File: config.mk
export PLATFORM = sky130hd
export DESIGN_NAME = ram_loader
export DESIGN_NICKNAME = d
export VERILOG_FILES = /design/src/rtl/ram_loader.sv
export SDC_FILE = /design/constraint.sdc
export NUM_CORES = 1
export LEC_CHECK = 0
export BUFFER_PORTS_ARGS = -buffer_cell sky130_fd_sc_hd__clkbuf_2
export CAP_MARGIN = 20
export CORE_MARGIN = 5
export CORE_UTILIZATION = 36
export DETAILED_ROUTE_END_ITERATION = 6
export PLACE_DENSITY_LB_ADDON = 0.05
export SLEW_MARGIN = 10
export SYNTH_ARGS = -nofsm -noshare
export SYNTH_HDL_FRONTEND = slang
export SYNTH_SLANG_ARGS = --single-unit
File: constraint.sdc
create_clock -name clk -period 2 [get_ports clk]
set_input_delay 0.2 -clock clk [delete_from_list [all_inputs] [get_ports clk]]
set_output_delay 0.2 -clock clk [all_outputs]
set_load 0.01 [all_outputs]
File: src/rtl/ram_loader.sv
// Automated programmer for the 16-byte RAM: writes a streamed byte sequence through
// the manual-programming switch port, optionally reading each byte back to verify.
module ram_loader #(
    parameter logic [3:0]  LAST_ADDR = 4'd15,
    parameter int unsigned WE_PULSE  = 1,
    parameter bit          VERIFY    = 1'b1
) (
    input  logic       clk,
    input  logic       clr_n,
    input  logic       start,
    input  logic [7:0] in_data,
    input  logic       in_valid,
    output logic       in_ready,
    output logic       prog_mode,
    output logic       addr_select,
    output logic [3:0] dipswitch_addr,
    output logic [7:0] dipswitch_data,
    output logic       write_enable_n,
    output logic       bus_enable_n,
    input  logic [7:0] bus_in,
    output logic       busy,
    output logic       done,
    output logic       error,
    output logic [3:0] error_addr
);

    typedef enum logic [2:0] {
        ST_IDLE      = 3'd0,
        ST_WAIT_BYTE = 3'd1,
        ST_SETUP     = 3'd2,
        ST_WRITE     = 3'd3,
        ST_HOLD      = 3'd4,
        ST_RD_EN     = 3'd5,
        ST_RD_CMP    = 3'd6,
        ST_FINISH    = 3'd7
    } state_t;

    localparam logic [1:0] WE_LAST = 2'(WE_PULSE - 1);

    state_t     state_r;
    state_t     next_state_s;
    logic [3:0] cnt_r;
    logic [3:0] cnt_nxt_s;
    logic [1:0] we_cnt_r;
    logic [1:0] we_cnt_nxt_s;
    logic       accept_s;
    logic       start_s;
    logic       mismatch_s;
    logic       last_s;

    logic       in_ready_r;
    logic       prog_mode_r;
    logic       addr_select_r;
    logic [3:0] dip_addr_r;
    logic [7:0] dip_data_r;
    logic       write_enable_n_r;
    logic       bus_enable_n_r;
    logic       busy_r;
    logic       done_r;
    logic       error_r;
    logic [3:0] error_addr_r;

    assign last_s = (cnt_r == LAST_ADDR);

    // Next-state, counter and event decode for the load sequence
    always_comb begin
        next_state_s = state_r;
        cnt_nxt_s    = cnt_r;
        we_cnt_nxt_s = we_cnt_r;
        accept_s     = 1'b0;
        start_s      = 1'b0;
        mismatch_s   = 1'b0;
        case (state_r)
            ST_IDLE: begin
                if (start) begin
                    start_s      = 1'b1;
                    cnt_nxt_s    = 4'd0;
                    next_state_s = ST_WAIT_BYTE;
                end else begin
                    next_state_s = ST_IDLE;
                end
            end
            ST_WAIT_BYTE: begin
                if (in_valid && in_ready_r) begin
                    accept_s     = 1'b1;
                    next_state_s = ST_SETUP;
                end else begin
                    next_state_s = ST_WAIT_BYTE;
                end
            end
            ST_SETUP: begin
                we_cnt_nxt_s = 2'd0;
                next_state_s = ST_WRITE;
            end
            ST_WRITE: begin
                if (we_cnt_r == WE_LAST) begin
                    next_state_s = ST_HOLD;
                end else begin
                    we_cnt_nxt_s = we_cnt_r + 2'd1;
                    next_state_s = ST_WRITE;
                end
            end
            ST_HOLD: begin
                if (VERIFY) begin
                    next_state_s = ST_RD_EN;
                end else if (last_s) begin
                    next_state_s = ST_FINISH;
                end else begin
                    cnt_nxt_s    = cnt_r + 4'd1;
                    next_state_s = ST_WAIT_BYTE;
                end
            end
            ST_RD_EN: begin
                next_state_s = ST_RD_CMP;
            end
            ST_RD_CMP: begin
                // A mismatch aborts the load; the bad address is kept for the host
                if (bus_in != dip_data_r) begin
                    mismatch_s   = 1'b1;
                    next_state_s = ST_FINISH;
                end else if (last_s) begin
                    next_state_s = ST_FINISH;
                end else begin
                    cnt_nxt_s    = cnt_r + 4'd1;
                    next_state_s = ST_WAIT_BYTE;
                end
            end
            ST_FINISH: begin
                next_state_s = ST_IDLE;
            end
            default: begin
                next_state_s = ST_IDLE;
            end
        endcase
    end

    // State, counters and latched switch address/data
    always_ff @(posedge clk) begin
        if (!clr_n) begin
            state_r    <= ST_IDLE;
            cnt_r      <= 4'd0;
            we_cnt_r   <= 2'd0;
            dip_addr_r <= 4'd0;
            dip_data_r <= 8'd0;
        end else begin
            state_r  <= next_state_s;
            cnt_r    <= cnt_nxt_s;
            we_cnt_r <= we_cnt_nxt_s;
            if (accept_s) begin
                dip_addr_r <= cnt_r;
                dip_data_r <= in_data;
            end
        end
    end

    // Error flag and first-mismatch address
    always_ff @(posedge clk) begin
        if (!clr_n) begin
            error_r      <= 1'b0;
            error_addr_r <= 4'd0;
        end else if (start_s) begin
            error_r <= 1'b0;
        end else if (mismatch_s) begin
            error_r      <= 1'b1;
            error_addr_r <= dip_addr_r;
        end
    end

    // Control outputs registered from the state being entered, so they are glitch-free
    always_ff @(posedge clk) begin
        if (!clr_n) begin
            in_ready_r       <= 1'b0;
            prog_mode_r      <= 1'b1;
            addr_select_r    <= 1'b1;
            write_enable_n_r <= 1'b1;
            bus_enable_n_r   <= 1'b1;
            busy_r           <= 1'b0;
            done_r           <= 1'b0;
        end else begin
            in_ready_r       <= (next_state_s == ST_WAIT_BYTE);
            prog_mode_r      <= (next_state_s == ST_IDLE) || (next_state_s == ST_FINISH);
            addr_select_r    <= (next_state_s == ST_IDLE) || (next_state_s == ST_FINISH);
            write_enable_n_r <= (next_state_s != ST_WRITE);
            bus_enable_n_r   <= !((next_state_s == ST_RD_EN) || (next_state_s == ST_RD_CMP));
            busy_r           <= !((next_state_s == ST_IDLE) || (next_state_s == ST_FINISH));
            done_r           <= (next_state_s == ST_FINISH);
        end
    end

    assign in_ready       = in_ready_r;
    assign prog_mode      = prog_mode_r;
    assign addr_select    = addr_select_r;
    assign dipswitch_addr = dip_addr_r;
    assign dipswitch_data = dip_data_r;
    assign write_enable_n = write_enable_n_r;
    assign bus_enable_n   = bus_enable_n_r;
    assign busy           = busy_r;
    assign done           = done_r;
    assign error          = error_r;
    assign error_addr     = error_addr_r;

endmodule

Word-level counts from Yosys, hierarchy flattened
Index checks and enable logic that the tools add are counted.

Register bits: 32. Memories: 0. Output and inout bits: 24. Memory bits (writable): 0. Bits in latches: 0. ROM bits: 0.

Reduce and logical (&&, ||, !) cells: 14. Equal/unequal tests: 18. Multiplexer cells: 18. Bitwise operators: 2. $lt $le $gt $ge: 0. $add $sub $neg: 2. Divide/modulo/power cells: 0. Shifts and indexed selects: 0. Multiply operators: 0.

Operators with widths (number): 3-bit case mux with 8 select lines (1); 3-bit == test, second input constant (7); 4-bit 2-to-1 mux (3); 3-bit 2-to-1 mux (3); 2-bit inequality test, second input constant (4); 8-bit inequality test (1); 4-bit case mux with 2 select lines (1); 1-bit 2-to-1 mux (7); 3-bit by 1-bit == test with 1-bit output, second input constant (2); 3-bit by 2-bit == test with 1-bit output, second input constant (2); 3-bit zero test (2); 4-bit by 1-bit adder with 4-bit output, second input constant (1); 4-bit == test, second input constant (1); 2-bit 2-to-1 mux (2); 2-bit case mux with 2 select lines (1); 2-bit AND reduction (2); 4-bit AND reduction (1); 2-bit nonzero test (2); 3-bit by 2-bit inequality test with 1-bit output, second input constant (1); 2-bit by 1-bit adder with 2-bit output, second input constant (1); 1-bit zero test (2); 2-bit zero test (1); 1-bit logical OR (2); 1-bit NOT (2); other kinds (2) (2).

Logic depth before layout (Yosys ltp)
Depth in word-level cells: 7. Depth in mapped cells: 6. Mapped depth without buffers: 6.

Least setup slack after synthesis
OpenSTA, ideal clock, no wires.

Kind: reg2reg. From: reg dip_data_r[0] (netlist: dipswitch_data[0]). To: reg cnt_r[2]. Path buffers: 0. Data arrival time: 1437 ps. Cell stages (with the launch flop): 5. Library setup time: 116 ps. Slack: 447 ps. Cells stage by stage: dfxtp_1 xnor2_2 nand4_4 or4_1 o211a_1.

Longest elaborated chain between the ends: 3.

Ends and longest elaborated chain: from (decl) (line 55) `logic [7:0] dip_data_r;`; from (signal assigned) (line 151) `dip_data_r <= in_data;`; 8-bit inequality test (line 118) `if (bus_in != dip_data_r) begin`; 2-bit inequality test (no line); 4-bit AND reduction (no line); to (signal assigned) (line 147) `cnt_r <= cnt_nxt_s;`; to (decl) (line 42) `logic [3:0] cnt_r;`.

Every way passes these cells. A chain may end at the register's enable or synchronous reset.

Final worst setup path
From: reg state_r[0]. To: reg cnt_r[2].

Longest elaborated chain between the ends: 3. Elaborated cells between the ends (all ways): 8. Classes of those cells: eq/ne (4); mux (1); reduce/logical (3).

Ends and longest elaborated chain: from (decl) (line 40) `state_t state_r;`; from (signal assigned) (line 146) `state_r <= next_state_s;`; 3-bit == test / 3-bit zero test (equally long branches) (line 73) `case (state_r)`; 2-bit inequality test (no line) / 2-bit nonzero test (equally long branches); 4-bit AND reduction (no line).

Several ways; a longest one is shown, not always the timed one.

==> run metrics <==
Remaining Overflow, GRT=0; post-CTS resize count=0; sequential share of the synthesized area=43.6%; power per cell area=825 nW/um^2; Sw Ratio=27.3%; first-pass GRT wire length=5720 um; Yosys warning count=0; TritonRoute pass-1 iters=4; Detail Placement HPWL=2690 um; area delta synth->final=25.0%; min Tclk post-route=between 1500 and 2000 ps; worst hold-check path type=primary input to flip-flop; cell accounting for the most synthesized area=dfxtp_1; total of max-cap violations=0; Worst-path clk slew=60 ps; row cnt=23; gp weighted congestion=0.789; register area=~640 um^2; CTS Root Cell=clkbuf_8; Slew @ Worst Pin=503 ps; async set or reset register ratio after synthesis=0%; largest net degree at the start of global routing=18; cell with the most instances after synthesis=nand2_1; Critical Path Start Type=flip-flop; port bufs=43; Core Area=slightly below 4000 um^2; Synth Net Count=193; syn avg cell area=between 8 and 9 um^2; f_max=622 MHz; register bit total from synthesis=32; Worst Path Required=2180 ps; RSZ-0062 raised after global routing=no; Syn Std Cell Area=around 1500 um^2; Max-slew headroom=66.4%; CTS Hold Bufs=0; CTS Buf Count=5; postcts setup bufs=0; critical path arrival=1780 ps; vias in the first global route=about 1200; outcome=complete, no violations; LEAKAGE=0.000767 uW; Clk pwr share=35.0%; antenna violations before repair=0; final-report setup violation count=0; n_diodes=0; Post-synth EDFFs=0; skew final=between 2 and 2.5 ps; WL final=3470 um; H-Tree Depth=2; sequential share of power=47.2%; post-synth cell types=42; GRT Resource Usage Total=13.5%; top cell type's share of synthesized area=43.6%; post-route insts no fill=266; # nets final=238; Design Power=1510 uW; Post-DRT Antenna Nets=0; clk_lat worst skew=280 ps; count of boundary I/O pins=44; Final Core Density=46.2%; combinational cell fraction of total power=17.8%; CP Max Fanout=13; Sw Pwr=412 uW; ys flop type=dfxtp_1; CTS tree=yes; Die X=73.9 um; Die ar.=5460 um^2; instance count of the mapped netlist=171; Hold Vio Cnt, Final=0; fin crit share=80.4%; layout cells sized above 1=29.2%; Initial Util=37.0%; top cells by instance count after synthesis=nand2_1 (40), dfxtp_1 (32), a21oi_1 (16); initial DRC count=56; wire per inst=13.1 um; CTS sink cnt=32; vias per cell=just under 5; Max Root-Sink Buffers=2; CP Class=flip-flop to flip-flop; Vias=between 1000 and 1500; Area contributors post-synth=dfxtp_1 (44%), nand2_1 (10%), a21oi_1 (5.5%), xnor2_2 (4.4%), mux2i_1 (2.7%); # placed instances=roughly 260; Internal Power=1100 uW; maximum vdd drop=around 0.41 mV; max-slew violation count=0; Residual DRC=0; Crit. End Element=flip-flop; Multi-input gate area=roughly 760 um^2; flop2flop setup slack=390 ps; TNS Setup=0 ps; die height=73.9 um; fill count=401
[state kept, by name, summed over array words and instances (netlist names)]
register	count
done	1
busy	1
write_enable_n	1
we_cnt_r	2
cnt_r	4
error	1
dipswitch_data	8
state_r	3
addr_select	1
bus_enable_n	1
in_ready	1
dipswitch_addr	4
error_addr	4
[power groups by stage]
stage | registers, uW | clock network (uW) | logic [uW]
global placement | 726 | 0 | 272
floorplan | 727 | 0 | 177
CTS | 713 | 552 | 273
detailed placement | 728 | 0 | 272
finish | 714 | 529 | 270
global route | 720 | 581 | 295
[layout by cell type (no fill, tap or decap), drive strengths merged]
master and count:
xnor2 8, or3 1, a21boi 1, a32o 2, clkbuf 50, o211a 1
nand4 2, clkinv 1, o31ai 2, o21a 1, ha 2, nand2 40
and2 3, o2bb2ai 1, o21ai 6, or4 2, a22oi 1, a311oi 1
a21o 1, inv 5, mux2i 4, nor3b 2, dfxtp 32, nor2 6
nand2b 2, nand3 5, a21oi 16, nor3 3, nor2b 1, a22o 1
and3 2, buf 5, o22ai 1, nand3b 2, nor4 2, and3b 1
[metal layers]
layer  vias up  part of all wire (%)  wire length, um  track usage (%)
met2        37                    46             1600             21.2
li1        675                     -                -                -
met4         0                   1.1               37             4.63
met1       581                    47             1630             17.2
met5         -                     0                0                0
met3         4                   6.0              210             4.79
[path summary, 6_finish.rpt]
path / startpoint / depth (start not counted) / endpoint
max: state_r[0]$_SDFF_PN0_ / 4 / cnt_r[2]$_SDFFE_PN0P_
min reg2reg: error$_SDFFE_PP0P_ / 2 / error$_SDFFE_PP0P_
max reg2reg: state_r[0]$_SDFF_PN0_ / 4 / cnt_r[2]$_SDFFE_PN0P_
min: in_data[6] / 3 / dipswitch_data[6]$_SDFFE_PN0P_
[logic make-up after synthesis]
family          count (synthesis)  share of synthesized area [%]
compound gates                 35                           15.1
xor+xnor                        8                           6.81
fa+ha+maj                       2                           1.70
buf+inv                        16                           4.60
flops                          32                           43.6
mux                             4                           2.73
simple gates                   74                           25.5
[critical path, cell delays in order, from the launching register on]
cell,delay [ps]
dfxtp_1,410
and3b_1,380
nand2_1,100
or4_1,400
o211a_1,210
[area by class of cell]
type	instances	share of cell area, %
multi-input cells	123	41.4
flip-flops and latches	32	34.9
repair buffers	48	13.8
clock buffers	7	5.25
well taps	50	3.41
inverters	6	1.23
[stage by stage]
step                setup WS (ps)  hold WS [ps]  instance area (um^2)
floorplan                     447           336                  1470
global placement              416           426                  1740
detailed placement            392           430                  1740
CTS                           381           129                  1840
global route                  291           136                  1840
finish                        393           139                  1840
Power figures use the tool's default switching activity.
